$ cat config.mk
export PLATFORM = sky130hd
export DESIGN_NAME = card_layout_gen_flat
export DESIGN_NICKNAME = d
export VERILOG_FILES = /design/src/rtl/card_layout_if.sv /design/src/rtl/card_layout_gen.sv /design/src/flat_wrapper.sv
export SDC_FILE = /design/constraint.sdc
export NUM_CORES = 1
export LEC_CHECK = 0
export BUFFER_PORTS_ARGS = -buffer_cell sky130_fd_sc_hd__clkbuf_2
export CORE_MARGIN = 1.5
export CORE_UTILIZATION = 50
export CTS_CLUSTER_SIZE = 25
export DETAILED_ROUTE_END_ITERATION = 8
export GPL_ROUTABILITY_DRIVEN = 0
export PLACE_DENSITY_LB_ADDON = 0.15
export SLEW_MARGIN = 10
export SYNTH_ARGS = -nofsm -noshare
export SYNTH_HDL_FRONTEND = slang
export SYNTH_SLANG_ARGS = --single-unit
$ cat constraint.sdc
create_clock -name clk -period 6.2 [get_ports clk]
set_input_delay 1.86 -clock clk [delete_from_list [all_inputs] [get_ports clk]]
set_output_delay 1.86 -clock clk [all_outputs]
set_load 0.02 [all_outputs]
$ cat src/rtl/card_layout_if.sv
// Valid/ready stream of card slot positions.
// Producer drives {y,x}, index and last flag; consumer drives ready.
interface card_layout_if #(
   parameter int COORD_W = 10,
   parameter int IDX_W   = 5
);
   logic                   pos_valid;
   logic                   pos_ready;
   logic [2*COORD_W-1:0]   pos_yx;
   logic [IDX_W-1:0]       pos_idx;
   logic                   pos_last;

   modport master (
      output pos_valid, pos_yx, pos_idx, pos_last,
      input  pos_ready
   );

   modport slave (
      input  pos_valid, pos_yx, pos_idx, pos_last,
      output pos_ready
   );
endinterface

$ cat src/rtl/card_layout_gen.sv
// Streams the top-left {y,x} of every card slot for the chosen mode.
// Coordinates are accumulated from origin and pitch, never multiplied.
module card_layout_gen #(
   parameter int COORD_W   = 10,
   parameter int IDX_W     = 5,
   parameter int COLS      = 4,
   parameter int X0        = 50,
   parameter int X_PITCH   = 258,
   parameter int ROWS_E    = 2,
   parameter int Y0_E      = 50,
   parameter int Y_PITCH_E = 368,
   parameter int ROWS_N    = 3,
   parameter int Y0_N      = 50,
   parameter int Y_PITCH_N = 234,
   parameter int ROWS_H    = 4,
   parameter int Y0_H      = 25,
   parameter int Y_PITCH_H = 175
) (
   input  logic               clk,
   input  logic               rst_n,
   input  logic               start_i,
   input  logic               abort_i,
   input  logic [1:0]         mode_i,
   output logic [IDX_W-1:0]   num_cards_o,
   output logic               busy_o,
   output logic               done_o,
   output logic               err_o,
   card_layout_if.master      pos
);

   localparam int AW = COORD_W + 1;
   localparam logic [AW-1:0]    X0_A     = AW'(X0);
   localparam logic [AW-1:0]    XP_A     = AW'(X_PITCH);
   localparam logic [IDX_W-1:0] COL_LAST = IDX_W'(COLS - 1);

   if (COLS * ROWS_E > 2**IDX_W || COLS * ROWS_N > 2**IDX_W ||
       COLS * ROWS_H > 2**IDX_W) begin : g_bad_idx_w
      $error("card_layout_gen: COLS*ROWS exceeds 2**IDX_W");
   end

   typedef enum logic {IDLE, STREAM} state_t;

   state_t               state_q;
   logic [IDX_W-1:0]     rows_q, col_q, row_q, idx_q, num_q;
   logic [AW-1:0]        x_q, y_q, yp_q;
   logic [2*COORD_W-1:0] yx_q;
   logic                 valid_q, last_q, busy_q, done_q, err_q;

   logic [IDX_W-1:0]     sel_rows, sel_num, ncol, nrow;
   logic [AW-1:0]        sel_y0, sel_yp, nx, ny;
   logic                 wrap, nlast, first_last;

   function automatic logic [COORD_W-1:0] sat(input logic [AW-1:0] v);
      return v[COORD_W] ? '1 : v[COORD_W-1:0];
   endfunction

   always_comb begin
      sel_rows = '0;
      sel_num  = '0;
      sel_y0   = '0;
      sel_yp   = '0;
      unique case (mode_i)
         2'd0: begin
            sel_rows = IDX_W'(ROWS_E);
            sel_num  = IDX_W'(COLS * ROWS_E);
            sel_y0   = AW'(Y0_E);
            sel_yp   = AW'(Y_PITCH_E);
         end
         2'd1: begin
            sel_rows = IDX_W'(ROWS_N);
            sel_num  = IDX_W'(COLS * ROWS_N);
            sel_y0   = AW'(Y0_N);
            sel_yp   = AW'(Y_PITCH_N);
         end
         2'd2: begin
            sel_rows = IDX_W'(ROWS_H);
            sel_num  = IDX_W'(COLS * ROWS_H);
            sel_y0   = AW'(Y0_H);
            sel_yp   = AW'(Y_PITCH_H);
         end
         default: ;
      endcase
   end

   always_comb begin
      wrap  = (col_q == COL_LAST);
      ncol  = wrap ? '0 : col_q + IDX_W'(1);
      nrow  = wrap ? row_q + IDX_W'(1) : row_q;
      nx    = wrap ? X0_A : x_q + XP_A;
      ny    = wrap ? y_q + yp_q : y_q;
      nlast = (nrow == rows_q - IDX_W'(1)) && (ncol == COL_LAST);
      first_last = (sel_rows == IDX_W'(1)) && (COL_LAST == '0);
   end

   always_ff @(posedge clk or negedge rst_n) begin
      if (!rst_n) begin
         state_q <= IDLE;
         rows_q  <= '0;
         col_q   <= '0;
         row_q   <= '0;
         idx_q   <= '0;
         num_q   <= '0;
         x_q     <= '0;
         y_q     <= '0;
         yp_q    <= '0;
         yx_q    <= '1;
         valid_q <= 1'b0;
         last_q  <= 1'b0;
         busy_q  <= 1'b0;
         done_q  <= 1'b0;
         err_q   <= 1'b0;
      end else begin
         done_q <= 1'b0;
         err_q  <= 1'b0;
         unique case (state_q)
            IDLE: begin
               // abort outranks start even though it is otherwise a no-op here
               if (start_i && !abort_i) begin
                  if (mode_i == 2'd3) begin
                     err_q <= 1'b1;
                     num_q <= '0;
                  end else begin
                     rows_q  <= sel_rows;
                     yp_q    <= sel_yp;
                     num_q   <= sel_num;
                     x_q     <= X0_A;
                     y_q     <= sel_y0;
                     col_q   <= '0;
                     row_q   <= '0;
                     idx_q   <= '0;
                     yx_q    <= {sat(sel_y0), sat(X0_A)};
                     last_q  <= first_last;
                     valid_q <= 1'b1;
                     busy_q  <= 1'b1;
                     state_q <= STREAM;
                  end
               end
            end
            STREAM: begin
               if (abort_i || (pos.pos_ready && last_q)) begin
                  done_q  <= !abort_i;
                  valid_q <= 1'b0;
                  last_q  <= 1'b0;
                  busy_q  <= 1'b0;
                  yx_q    <= '1;
                  idx_q   <= '0;
                  state_q <= IDLE;
               end else if (pos.pos_ready) begin
                  col_q  <= ncol;
                  row_q  <= nrow;
                  x_q    <= nx;
                  y_q    <= ny;
                  idx_q  <= idx_q + IDX_W'(1);
                  yx_q   <= {sat(ny), sat(nx)};
                  last_q <= nlast;
               end
            end
            default: state_q <= IDLE;
         endcase
      end
   end

   assign pos.pos_valid = valid_q;
   assign pos.pos_yx    = yx_q;
   assign pos.pos_idx   = idx_q;
   assign pos.pos_last  = last_q;
   assign num_cards_o   = num_q;
   assign busy_o        = busy_q;
   assign done_o        = done_q;
   assign err_o         = err_q;

endmodule
$ cat src/flat_wrapper.sv
// flat-port wrapper written by rule: the top's interface ports become plain ports
module card_layout_gen_flat 
#(
   parameter int COORD_W   = 10,
   parameter int IDX_W     = 5,
   parameter int COLS      = 4,
   parameter int X0        = 50,
   parameter int X_PITCH   = 258,
   parameter int ROWS_E    = 2,
   parameter int Y0_E      = 50,
   parameter int Y_PITCH_E = 368,
   parameter int ROWS_N    = 3,
   parameter int Y0_N      = 50,
   parameter int Y_PITCH_N = 234,
   parameter int ROWS_H    = 4,
   parameter int Y0_H      = 25,
   parameter int Y_PITCH_H = 175
)
  (clk, rst_n, start_i, abort_i, mode_i, num_cards_o, busy_o, done_o, err_o, pos_pos_valid, pos_pos_yx, pos_pos_idx, pos_pos_last, pos_pos_ready);
  card_layout_if #(.COORD_W(COORD_W), .IDX_W(IDX_W)) pos_i ();
  input  logic clk;
  input  logic rst_n;
  input  logic start_i;
  input  logic abort_i;
  input  logic [1:0] mode_i;
  output logic [IDX_W-1:0] num_cards_o;
  output logic busy_o;
  output logic done_o;
  output logic err_o;
  output wire logic [$bits(pos_i.pos_valid)-1:0] pos_pos_valid;
  output wire logic [$bits(pos_i.pos_yx)-1:0] pos_pos_yx;
  output wire logic [$bits(pos_i.pos_idx)-1:0] pos_pos_idx;
  output wire logic [$bits(pos_i.pos_last)-1:0] pos_pos_last;
  input wire logic [$bits(pos_i.pos_ready)-1:0] pos_pos_ready;
  assign pos_pos_valid = pos_i.pos_valid;
  assign pos_pos_yx = pos_i.pos_yx;
  assign pos_pos_idx = pos_i.pos_idx;
  assign pos_pos_last = pos_i.pos_last;
  assign pos_i.pos_ready = pos_pos_ready;
  card_layout_gen #(.COORD_W(COORD_W), .IDX_W(IDX_W), .COLS(COLS), .X0(X0), .X_PITCH(X_PITCH), .ROWS_E(ROWS_E), .Y0_E(Y0_E), .Y_PITCH_E(Y_PITCH_E), .ROWS_N(ROWS_N), .Y0_N(Y0_N), .Y_PITCH_N(Y_PITCH_N), .ROWS_H(ROWS_H), .Y0_H(Y0_H), .Y_PITCH_H(Y_PITCH_H)) u_core (.clk(clk), .rst_n(rst_n), .start_i(start_i), .abort_i(abort_i), .mode_i(mode_i), .num_cards_o(num_cards_o), .busy_o(busy_o), .done_o(done_o), .err_o(err_o), .pos(pos_i));
endmodule
After elaboration in Yosys (flattened, before gate mapping)
Cells that the tools add are included.

Input port bits: 7. Logic and storage cells: 102. Register bits after elaboration: 83. Output and inout port bits: 35.

$add $sub $neg: 6. Bitwise operators: 2. Equality and inequality tests: 12. Reductions and logical operators: 12. Mux-type cells: 56.

Operators with widths (number): 11-bit two-way mux (10); 20-bit two-way mux (4); 5-bit two-way mux (11); 11-bit one-hot mux with 2 select lines (2); 20-bit one-hot mux with 2 select lines (1); 10-bit two-way mux (3); 5-bit one-hot mux with 2 select lines (3); 9-bit one-hot mux with 3 select lines (1); 5-bit by 1-bit adder with 5-bit output, second input constant (3); 1-bit two-way mux (15); 5-bit one-hot mux with 3 select lines (1); 6-bit one-hot mux with 2 select lines (1); 11-bit adder (1); 11-bit by 9-bit adder with 11-bit output, second input constant (1); 5-bit by 2-bit equality test with 1-bit output, second input constant (2); 3-bit one-hot mux with 3 select lines (1); 3-bit AND reduction (3); 2-bit != test, second input constant (4); 1-bit one-hot mux with 2 select lines (3); 5-bit equality test (1); 5-bit by 1-bit subtractor with 5-bit output, second input constant (1); 2-bit equality test, second input constant (2); 4-bit AND reduction (1); 1-bit logical AND (3); other kinds (9) (10).

Logic depth before layout (Yosys ltp)
Depth in word-level cells: 7. Mapped depth: 9. Gate-level depth less buffers: 8.

Least setup slack after synthesis
OpenSTA, ideal clock, no wires.

Path type: input port to flip-flop. Start: input port abort_i. End: register u_core.y_q[0]. Path buffers: 2. Slack: 2.842 ns. Setup time: 0.126 ns. Stages on the path: 7. Arrival time: 3.232 ns. Required time: 6.074 ns. Cells stage by stage: nor3b_2 nand2b_1 buf_2 a22o_1 nand2b_1 clkbuf_1 a221o_1.

Word-level cells in the longest chain between the ends: 4. Elaborated cells on any way between the ends: 6. Those cells by class: eq/ne: 2; reduce/logical: 4.

RTL lines: from (decl) (line flat_wrapper.sv:24) `input logic abort_i;`; 1-bit logical NOT (line card_layout_gen.sv:118) `if (start_i && !abort_i) begin`; 1-bit logical AND (line card_layout_gen.sv:118); 2-bit by 1-bit != test with 1-bit output (no line); 4-bit AND reduction (no line) (*); to (signal assigned) (line card_layout_gen.sv:127) `y_q <= sel_y0;`; to (signal assigned) (line card_layout_gen.sv:152) `y_q <= ny;`; to (decl) (line card_layout_gen.sv:45) `logic [AW-1:0] x_q, y_q, yp_q;`.

Every way passes the cells marked *; elsewhere a longest branch is shown, timed or not. A chain may end at the register's enable or synchronous reset.

Worst setup path in the final report
Start: input port abort_i. End: register u_core.y_q[1].

The elaborated chain is that of the path after synthesis.

==> metrics.yaml <==
status: "finished, final reports clean"
fin_crit_ns: 3.94
ys_warn_count: 0
peakVddDrop_mv: 0.124
end_kind: "register"
dp_hpwl_um: 6860
fin_setup_tns_ns: 0
multi_input_area_mm2: 0.00205
crit_start: "abort_i"
finalClockSkew_ns: 0.0141
fin_area_mm2: 0.00444
r2r_start: "u_core.col_q[0]"
port_buffers: 39
pre_cts_slack_ns: 1.93
vias_per_cell: 6.09
cts_htree_levels: 3
fmax_ghz: 0.254
via_count: 3409
rr_worst_depth: 6
finalMaxSlewViolations: 0
synth.avg_cell_area_um2: 9.50
grt_pass1_wl_um: 16300
synth_edf_count: 0
final_cells: 560
cp_cell_sequence: "clkbuf_2 > nor3b_2 > nand2b_1 > buf_4 > a22o_1 > nand2b_1 > a221o_1"
cp_data_required_time_ns: 6.42
tightest_slew_ns: 1.22
row_count: 32
critical-path-slowest-cell: "a22o_1"
synth_area_mm2: 0.00398
worstSetupPathDepth: 7
dpl_cell_area_mm2: 0.00424
die_w_um: 92.2
wl_per_cell_um: 17.5
cts-root-buf: "clkbuf_8"
maxCapViolCount: 0
ant_nets: 0
area.sequential_mm2: 0.00180
powerDensity_mw_per_mm2: 301
setup_viol: 0
drt-pass1-iter-count: 5
cts_buffers: 9
regToRegSetupSlack_ns: 3.23
clkSlewWorstSetupHoldPaths_ns: 0.07
critPathBufInv: 2
final_layout_size_suffix_gt1_share_pct: 18.8
crit_family: "simple AND/OR/NAND/NOR gates"
clockBufferDepth: 2
ys.flop_type: "dfrtp_1"
antennaDiodeCount: 0
finalCritPeriodShare_pct: 63.5
dieHeight_um: 92.2
leakagePower_nw: 2.03
rsz0062_at_grt: "false"
first_iter_violations: 206
async_flop_share_pct: 100
final_util_pct: 57.4
worst_r2r_endpoint: "u_core.pos.pos_yx[15]"
layout.nets: 481
grt_max_degree: 43
grt_pass1_vias: 3191
track_usage_pct: 24.7
insertion_delay_ns: 0.35
die_area_mm2: 0.00850
start_util_pct: 51.5
wirelength_um: 9790
place_inst: 544
cp-start-kind: "primary input"
cp-endpoint: "u_core.y_q[1]"
grt_antenna_before_repair: 0
ctsHoldBuffers: 0
synth-seq-area-share_pct: 45.3
slew_headroom_pct: 18.3
syn2layout_area_growth_pct: 11.5
hold_path.class: "register to register"
cts.sinks: 71
filler_cell_count: 699
drc: 0
setup_slack_ns: 2.26
cp_max_fo: 25
gr-total-overflow: 0
coreArea_mm2: 0.00773
synthDistinctLibCells: 53
arrival_ns: 4.16
cts_tree: "done"
ys_ff_latch: 71
cpMostUsedCell: "nand2b_1"
boundaryPins: 42
cpPeakStageDelay_ns: 0.55
post-cts-setup-buffers: 0
critical_path_class: "primary input to register"
post_cts_resized: 0
syn-instance-count: 419
hold_viol_final: 0
sequential cells by signal, indices dropped and copies added (netlist names):
signal	flops
u_core.pos.pos_valid	1
u_core.state_q	1
u_core.y_q	11
u_core.err_o	1
u_core.col_q	5
u_core.rows_q	2
u_core.done_o	1
u_core.pos.pos_last	1
u_core.pos.pos_yx	20
u_core.x_q	11
u_core.pos.pos_idx	5
u_core.num_cards_o	3
u_core.row_q	5
u_core.yp_q	4
final cells by class:
class | instances | area share [%]
inverter | 10 | 0.846
clock inverter | 6 | 1.55
sequential | 71 | 40.6
timing repair buffer | 43 | 5.07
clock buffer | 10 | 2.88
tap | 102 | 2.88
multi-input combinational | 318 | 46.2
cell usage after synthesis (5+ instances only):
library cell  count  area share [%]
a21o_1            6             1.1
a21oi_1          32             4.0
a22o_1            9             2.0
a31oi_1          11             1.7
and2_1            7             1.1
clkbuf_1         13             1.2
dfrtp_1          51              32
dfstp_2          20              13
ha_1             20             6.3
inv_1            10            0.94
mux2i_1           5             1.3
nand2_1          43             4.1
nand2b_1          6            0.94
nand3_1          15             1.9
nor2_1           30             2.8
nor3_1            8             1.0
o21ai_0          38             4.8
o22ai_1           8             1.3
xnor2_1          11             2.4
xor2_1           12             2.6
per-stage QoR:
stage	power [W]	hold WS, ns
after global routing	0.00141	0.464
after CTS	0.00134	0.457
final	0.00133	0.454
after global placement	0.000958	0.443
after floorplan	0.000855	0.454
after detailed placement	0.000967	0.446
cells in the final DEF, fill, tap and decap left out, drive strengths merged, types with 3 or more instances in the layout:
cell type / n
nand4: 4
and3: 4
dfstp: 20
nand2: 43
a22o: 9
dfrtp: 51
xor2: 12
and4: 3
clkbuf: 48
o21a: 4
o211ai: 4
a21o: 6
nor3: 8
mux2i: 5
and2: 7
ha: 20
inv: 11
a31oi: 11
o21ai: 39
a21oi: 32
nor2: 30
buf: 5
nand2b: 6
nand3: 15
or3: 3
o22ai: 8
mux2: 4
clkinv: 3
xnor2: 11
a32o: 3
worst min path at each step:
stage,from,end,slack (ns),depth (start not counted)
after floorplan,u_core.x_q[0],u_core.x_q[0],0.45,1
final,u_core.pos.pos_yx[8],u_core.pos.pos_yx[8],0.45,2
after detailed placement,u_core.pos.pos_yx[8],u_core.pos.pos_yx[8],0.45,2
after global routing,u_core.pos.pos_yx[8],u_core.pos.pos_yx[8],0.46,2
after CTS,u_core.pos.pos_yx[8],u_core.pos.pos_yx[8],0.46,2
after global placement,u_core.pos.pos_yx[8],u_core.pos.pos_yx[8],0.44,2
worst min-delay path, cell delays in order, from the launching register on:
cell and delay, ns:
dfstp_2 0.37, nand2_1 0.05, nand2_1 0.04
kinds of logic after synthesis:
group	Yosys count	share of synthesized area [%]
multiplexers	9	2.39
AO/OA/AOI/OAI	131	20.7
XOR/XNOR	23	5.06
other	1	0.0942
adder cells (fa/ha/maj)	21	6.79
AND/OR/NAND/NOR	132	16.3
flip-flops	71	45.3
buffers and inverters	31	3.33
metal layers:
| metal | GRT usage, % | up-vias | part of all wire (%) |
|---|---|---|---|
| met3 | 4.39 | 8 | 4.2 |
| met2 | 38.5 | 97 | 47 |
| li1 | - | 1590 | - |
| met4 | 7.56 | 0 | 1.1 |
| met1 | 35.2 | 1714 | 48 |
| met5 | 0 | - | 0 |
power by group:
part           internal (W)  switching, W
clock              0.000188      0.000185
combinational      0.000136      0.000223
sequential         0.000544     0.0000580
Power figures use the tool's default switching activity.
